$ cat config.mk
export PLATFORM = sky130hd
export DESIGN_NAME = bankbuff_win
export DESIGN_NICKNAME = d
export VERILOG_FILES = /design/src/rtl/bankbuff_win_pkg.sv /design/src/rtl/bankbuff_row_pad.sv /design/src/rtl/bankbuff_win.sv
export SDC_FILE = /design/constraint.sdc
export NUM_CORES = 2
export LEC_CHECK = 0
export BUFFER_PORTS_ARGS = -buffer_cell sky130_fd_sc_hd__buf_4
export CAP_MARGIN = 20
export CORE_MARGIN = 5
export CORE_UTILIZATION = 35
export CTS_CLUSTER_SIZE = 14
export DETAILED_ROUTE_END_ITERATION = 10
export GPL_TIMING_DRIVEN = 0
export PLACE_DENSITY_LB_ADDON = 0.12
export SLEW_MARGIN = 10
export SYNTH_ARGS = -nofsm -noshare
export SYNTH_HDL_FRONTEND = slang
export SYNTH_SLANG_ARGS = --single-unit
$ cat constraint.sdc
create_clock -name clk -period 4.4 [get_ports clk]
set_input_delay 0.22 -clock clk [delete_from_list [all_inputs] [get_ports clk]]
set_output_delay 0.22 -clock clk [all_outputs]
set_load 0.01 [all_outputs]
$ cat src/rtl/bankbuff_win_pkg.sv
// rtl/bankbuff_win_pkg.sv - shared padding codes and default geometry for the row-window buffer
package bankbuff_win_pkg;

    localparam logic [1:0] BB_PAD_LEFT  = 2'b00;
    localparam logic [1:0] BB_PAD_RIGHT = 2'b01;
    localparam logic [1:0] BB_PAD_SPLIT = 2'b10;

    localparam int BB_FXP   = 6;
    localparam int BB_HGT   = 3;
    localparam int BB_REG_W = 36;
    localparam int BB_OUT_W = 40;

endpackage

$ cat src/rtl/bankbuff_row_pad.sv
// rtl/bankbuff_row_pad.sv - combinational zero-padder widening one REG_W row to OUT_W elements
module bankbuff_row_pad
    import bankbuff_win_pkg::*;
#(
    parameter int FXP   = BB_FXP,
    parameter int REG_W = BB_REG_W,
    parameter int OUT_W = BB_OUT_W
) (
    input  logic [REG_W*FXP-1:0] row_in,
    input  logic [1:0]           pad_mode,
    output logic [OUT_W*FXP-1:0] row_out
);

    localparam int PAD = OUT_W - REG_W;

    generate
        if (PAD < 0) begin : g_bad_width
            $error("bankbuff_row_pad: OUT_W must be >= REG_W");
        end
    endgenerate

    logic [OUT_W*FXP-1:0] ext;

    // Zero-extend once, then the mode only selects how far the row moves up.
    always_comb begin
        ext = '0;
        ext[REG_W*FXP-1:0] = row_in;
        case (pad_mode)
            BB_PAD_RIGHT: row_out = ext;
            BB_PAD_SPLIT: row_out = ext << ((PAD / 2) * FXP);
            default:      row_out = ext << (PAD * FXP);
        endcase
    end

endmodule

$ cat src/rtl/bankbuff_win.sv
// rtl/bankbuff_win.sv - HGT-row shift chain with registered padded window output and back-pressure
// Optional stride-2 window decimation under `define BANKBUFF_WIN_STRIDE_EN.
module bankbuff_win
    import bankbuff_win_pkg::*;
#(
    parameter int FXP   = BB_FXP,
    parameter int HGT   = BB_HGT,
    parameter int REG_W = BB_REG_W,
    parameter int OUT_W = BB_OUT_W
) (
    input  logic                       clk,
    input  logic                       rst,
    input  logic                       clr,
    input  logic                       in_valid,
    output logic                       in_ready,
    input  logic [REG_W*FXP-1:0]       in_row,
    input  logic [1:0]                 pad_mode,
`ifdef BANKBUFF_WIN_STRIDE_EN
    input  logic                       stride,
`endif
    output logic                       out_valid,
    input  logic                       out_ready,
    output logic [HGT*OUT_W*FXP-1:0]   out_win,
    output logic [$clog2(HGT+1)-1:0]   fill_cnt
);

    localparam int RW = REG_W * FXP;
    localparam int OW = OUT_W * FXP;
    localparam int FW = $clog2(HGT + 1);

    logic [RW-1:0]        row_q [HGT];
    logic [RW-1:0]        row_d [HGT];
    logic [RW-1:0]        shift_row [HGT];
    logic [OW-1:0]        pad_row [HGT];
    logic [HGT*OW-1:0]    out_win_q, out_win_d;
    logic                 out_valid_q, out_valid_d;
    logic [FW-1:0]        fill_q, fill_d;
    logic                 push, pop, full_after, gen_ok;
`ifdef BANKBUFF_WIN_STRIDE_EN
    logic                 phase_q, phase_d;
`endif

    // Padders see the chain as it will be after a push, so the window loads in the same edge.
    assign shift_row[0] = in_row;
    genvar g;
    generate
        for (g = 1; g < HGT; g++) begin : g_shift
            assign shift_row[g] = row_q[g-1];
        end
        for (g = 0; g < HGT; g++) begin : g_pad
            bankbuff_row_pad #(.FXP(FXP), .REG_W(REG_W), .OUT_W(OUT_W)) u_pad (
                .row_in   (shift_row[HGT-1-g]),
                .pad_mode (pad_mode),
                .row_out  (pad_row[g])
            );
        end
    endgenerate

    assign in_ready   = ~out_valid_q | out_ready;
    assign push       = in_valid & in_ready;
    assign pop        = out_valid_q & out_ready;
    assign full_after = (32'(fill_q) + 1) >= HGT;

    always_comb begin
        gen_ok = 1'b1;
`ifdef BANKBUFF_WIN_STRIDE_EN
        phase_d = phase_q;
        if (32'(fill_q) < HGT) begin
            phase_d = 1'b0;
        end else if (push) begin
            phase_d = ~phase_q;
        end
        // Once full, stride 2 keeps only every second push.
        gen_ok = ~stride | (32'(fill_q) < HGT) | phase_q;
`endif
        row_d       = row_q;
        fill_d      = fill_q;
        out_win_d   = out_win_q;
        out_valid_d = out_valid_q;
        if (push) begin
            row_d = shift_row;
            if (32'(fill_q) < HGT) begin
                fill_d = fill_q + FW'(1);
            end
        end
        if (push && full_after && gen_ok) begin
            out_valid_d = 1'b1;
            for (int j = 0; j < HGT; j++) begin
                out_win_d[j*OW +: OW] = pad_row[j];
            end
        end else if (pop) begin
            out_valid_d = 1'b0;
        end
    end

    always_ff @(posedge clk) begin
        if (rst || clr) begin
            for (int k = 0; k < HGT; k++) begin
                row_q[k] <= '0;
            end
            out_win_q   <= '0;
            out_valid_q <= 1'b0;
            fill_q      <= '0;
`ifdef BANKBUFF_WIN_STRIDE_EN
            phase_q     <= 1'b0;
`endif
        end else begin
            row_q       <= row_d;
            out_win_q   <= out_win_d;
            out_valid_q <= out_valid_d;
            fill_q      <= fill_d;
`ifdef BANKBUFF_WIN_STRIDE_EN
            phase_q     <= phase_d;
`endif
        end
    end

    assign out_win   = out_win_q;
    assign out_valid = out_valid_q;
    assign fill_cnt  = fill_q;

endmodule

After elaboration in Yosys (flattened, before gate mapping)
Cells that the tools add are included.
{ "classes": {"n_addsub": 2, "n_lt_le_gt_ge": 2, "n_eq_ne": 2, "muxes": 5, "bitwise_logic": 4, "reduce_logical": 4} }
{ "ops": {"columns": ["cell", "n"], "rows": [
  ["240-bit one-hot mux with 2 select lines", 3],
  ["2-bit by 1-bit adder with 3-bit output (second input constant)", 1],
  ["3-bit by 2-bit greater-or-equal comparator with 1-bit output (second input constant)", 1],
  ["2-bit by 1-bit adder with 2-bit output (second input constant)", 1],
  ["1-bit bitwise AND", 2],
  ["2-bit by 1-bit == test with 1-bit output (second input constant)", 1],
  ["2-bit == test (second input constant)", 1],
  ["2-bit < comparator (second input constant)", 1],
  ["1-bit two-way mux", 2],
  ["2-bit AND reduction", 1],
  ["2-bit nonzero test", 1],
  ["1-bit logical AND", 1],
  ["1-bit logical OR", 1],
  ["1-bit inverter", 1],
  ["1-bit bitwise OR", 1]
]} }
{ "word_totals": {"reg_bits": 1155, "wordCells": 24} }

Logic depth before layout (Yosys ltp)
{ "depth": {"depth_word": 5, "depth_mapped": 9} }

By module
Synthesis repeated with hierarchy kept, for this count alone.
{ "unflattened": {"cells_unflattened": 7640, "hier_area_um2": 59544.6} }
{ "modules_own_cells": {"columns": ["mod", "n_inst", "cells_each", "area_per_inst_um2", "seq_area_each_um2"], "rows": [
  ["bankbuff_win", 1, 5429, 46654.7, 23122.2],
  ["bankbuff_row_pad (g_pad[1].u_pad ...)", 2, 737, 4271.6, 0.0],
  ["bankbuff_row_pad (g_pad[0].u_pad)", 1, 737, 4346.7, 0.0]
]} }

Least setup slack after synthesis
No wires, ideal clock.
{ "synth_timing": {"kind": "reg2reg", "from": "register fill_q[0], in the netlist fill_cnt[0]", "to": "register out_win_q[676], in the netlist out_win[676]", "arrival_time_ns": 1.784, "required_time_ns": 4.275, "setup_slack_ns": 2.492, "stages_incl_launch_ff": 10, "n_path_buf": 3, "synth_period_minus_slack_ns": 1.908, "path_cell_list": "dfxtp_1 inv_1 ha_1 or2_2 and3_1 buf_4 nand2_4 buf_4 buf_4 o31ai_1"} }
{ "synth_between": {"elab_chain_len": 3} }
{ "synth_lines": {"columns": ["element", "line_no", "rtl"], "rows": [
  ["from (decl)", "bankbuff_win.sv:37", "logic [FW-1:0] fill_q, fill_d;"],
  ["from (signal assigned)", "bankbuff_win.sv:111", "fill_q <= fill_d;"],
  ["2-bit by 1-bit adder with 3-bit output", "bankbuff_win.sv:62", "assign full_after = (32'(fill_q) + 1) >= HGT;"],
  ["3-bit by 2-bit greater-or-equal comparator with 1-bit output", "bankbuff_win.sv:62", null],
  ["1-bit logical AND", "bankbuff_win.sv:86", "if (push && full_after && gen_ok) begin"],
  ["to (signal assigned)", "bankbuff_win.sv:109", "out_win_q <= out_win_d;"],
  ["to (decl)", "bankbuff_win.sv:35", "logic [HGT*OW-1:0] out_win_q, out_win_d;"]
]} }
Every way passes these cells.
A chain may end at the register's enable or synchronous reset.

Worst setup path after layout
{ "layout_timing": {"from": "register fill_q[0], in the netlist fill_cnt[0]", "to": "register out_win_q[579], in the netlist out_win[579]"} }
The elaborated chain is that of the path after synthesis.

==> metrics.yaml <==
timing:
  finalCritPeriodShare_pct: 73.8
  maxSlewHeadroom_pct: 23.5
  finClkSkew_ns: 0.0330
  slew_violations: 0
  fmax_mhz: 308
  setup_tns_ns: 0
  finalHoldViolCount: 0
  worst_pin_slew_ns: 1.15
  finalSetupViolCount: 0
  grt_setup_unrepaired: "false"
  period_needed_ns: 3.25
clock_tree:
  ctsResizeCount: 0
  clk_pin_slew_ns: 0.06
  clock_sinks: 1155
  cts_tree: "built"
  cts_setup_buffers: 0
  clk_latency_ns: 0.78
  clk_path_buf_depth: 3
  ctsRootBufferMaster: "clkbuf_16"
  cts_max_level: 4
  cts_inserted_buffers: 134
floorplanning:
  die_h_um: 388
  die_w_um: 388
  row_count: 138
  ios: 947
  initial_core_util_pct: 35.2
  die_area_um2: 150000
  coreArea_um2: 142000
final_layout:
  multiInputGateArea_um2: 24100
  utilization_pct: 46.8
  drive_above_1_share_pct: 17.6
  nets: 7526
  area_growth_pct: 32.7
  regArea_um2: 23100
  fillers: 14300
synthesis:
  post_synth_num_cell_types: 28
  syn_avg_cell_area_um2: 8.34
  ys_async_sr_fraction_pct: 0
  ys_seq_area_share_pct: 46.3
  ys_warn_count: 0
  synth_cells: 5989
  yosysMostFrequentCell: "dfxtp_1"
  yosys_most_used_dff: "dfxtp_1"
  synth_edf_count: 0
  ys_top_cells_by_count: "dfxtp_1, nand2_1, nand3_1"
  ys_top_cells_by_area: "dfxtp_1, a221oi_1, o31ai_1"
  synth_area_leader_cell: "dfxtp_1"
  ys_ff_latch: 1155
  synth.top_cell.area_share_pct: 46.3
  syn_area_um2: 50000
  syn_nets: 6216
critical_path:
  crit_chain: "inv_1 > ha_1 > or2_2 > nand3_2 > buf_2 > clkbuf_1 > nand3_1 > o31ai_1"
  critPathSlowestCell: "clkbuf_1"
  slowest_delay_ns: 0.75
  crit_path_start_kind: "register"
  cp_top_family: "buffers and inverters"
  end_kind: "register"
  crit_arrival_ns: 3.92
  worst-setup-path-type: "register to register"
  critical_path_required_ns: 5.08
  path_buf_inv: 3
  crit_fanout: 10
global_route:
  grt-ovfl-total: 0
  antenna_found_initial: 20
  grt_start_max_net_pins: 17
  grt_use_total_pct: 36.9
  grt_pass1_vias: 53000
  grt_pass1_wl_mm: 404
placed_design:
  port_buffers: 946
  place.gp.congestion: 0.998
  place_hpwl_mm: 225
detailed_routing:
  avgRoutedWirePerCell_um: 31.6
  dr.pass1.iters: 7
  vias: 56900
  drc: 0
  antenna_left: 0
  routed_via_density: 6.12
  drtIter0Drc: 7159
  wl_mm: 294
job:
  maxCapViolCount: 0
power:
  p_per_area_nw_per_um2: 389
  p_leak_nw: 24.2
  peakVddDrop_uv: 264
worst_hold_path:
  min_path_type: "input port to register"
outcome:
  status: "finished, final reports clean"
## kinds of logic (layout without fill, tap and decap cells)
family | Yosys count | after routing | synth area share [%]
AOI/OAI and AO/OA | 1767 | 1767 | 25.3
xor gates and xnor gates | 1 | 1 | 0.0175
adders and majority gates | 4 | 4 | 0.100
buffers and inverters | 674 | 2084 | 5.52
DFF | 1155 | 1155 | 46.3
other | 0 | 10 | 0
and+or+nand+nor | 2388 | 2388 | 22.8
## per-stage QoR
stage / cells / area, um^2 / worst slack [ns] / hold slack (ns) / power (mW)
after floorplan: 5989 / 50000 / 2.49 / 0.356 / 12.5
after global placement: 8825 / 59400 / 1.00 / 0.441 / 14.0
after detailed placement: 8829 / 59500 / 1.23 / 0.444 / 14.0
after CTS: 9283 / 66200 / 1.28 / 0.127 / 25.7
after global routing: 9289 / 66300 / 1.08 / 0.174 / 26.4
final: 9299 / 66300 / 1.15 / 0.156 / 25.7
## tightest hold or removal path: stages
cell and delay (ns):
buf_4 0.10, nor2_4 0.12, clkbuf_1 0.25, nand3_1 0.13, o31ai_1 0.05
## area by class of cell
cell class                      count  area share (%)
Inverter                            4          0.0227
Tap cell                         1890            3.57
Buffer                            670            4.15
Clock buffer                      195            5.85
Timing Repair Buffer             1174            14.2
Sequential cell                  1155            34.9
Clock inverter                     41           0.910
Antenna cell                       10          0.0378
Multi-Input combinational cell   4160            36.3
## final timing paths
kind                              startpoint           end  slack [ns]  cells after the start
worst max-delay path             fill_cnt[0]  out_win[579]        1.15                      8
worst min-delay path                     rst   out_win[39]        0.16                      5
worst max register to register   fill_cnt[0]  out_win[579]        1.15                      8
worst min register to register  out_win[708]  out_win[708]        0.45                      2
## power by group
| group | internal [mW] | total [mW] | switching, mW |
|---|---|---|---|
| Combinational | 1.06 | 3.28 | 2.22 |
| Clock | 6.89 | 11.7 | 4.77 |
| Sequential | 10.6 | 10.8 | 0.237 |
## placed cells by master (no fill, tap or decap), drive strengths merged, types with 2 or more instances in the layout
cell type	count
clkinv	23
dfxtp	1155
clkbuf	700
nor3	36
or3	36
a211oi	36
nor2b	577
nand2	1010
bufinv	13
inv	7
buf	1121
dlygate4sd3	218
clkinvlp	2
a21oi	542
or2	2
o31ai	576
a221oi	576
a22oi	36
ha	4
diode	10
nor2	74
nand3	650
## registers in the layout, summed over array words and instances (netlist names)
name,cells
out_win,720
row_q,432
fill_cnt,2
out_valid,1
## what timing repair did
action | in CTS | in global routing
hold buffers | 218 | 0
endpoints found under the hold margin | 458 | 0
endpoints found under the setup margin | 0 | 0
## routing by layer
layer	track usage [%]	share of wire, %	vias up
met1	47.0	39	27800
met5	0	0.012	-
met2	56.0	43	3591
met3	11.4	12	831
met4	19.2	6.2	6
li1	-	-	24600
Note: power is estimated with default switching activity, not from simulation.
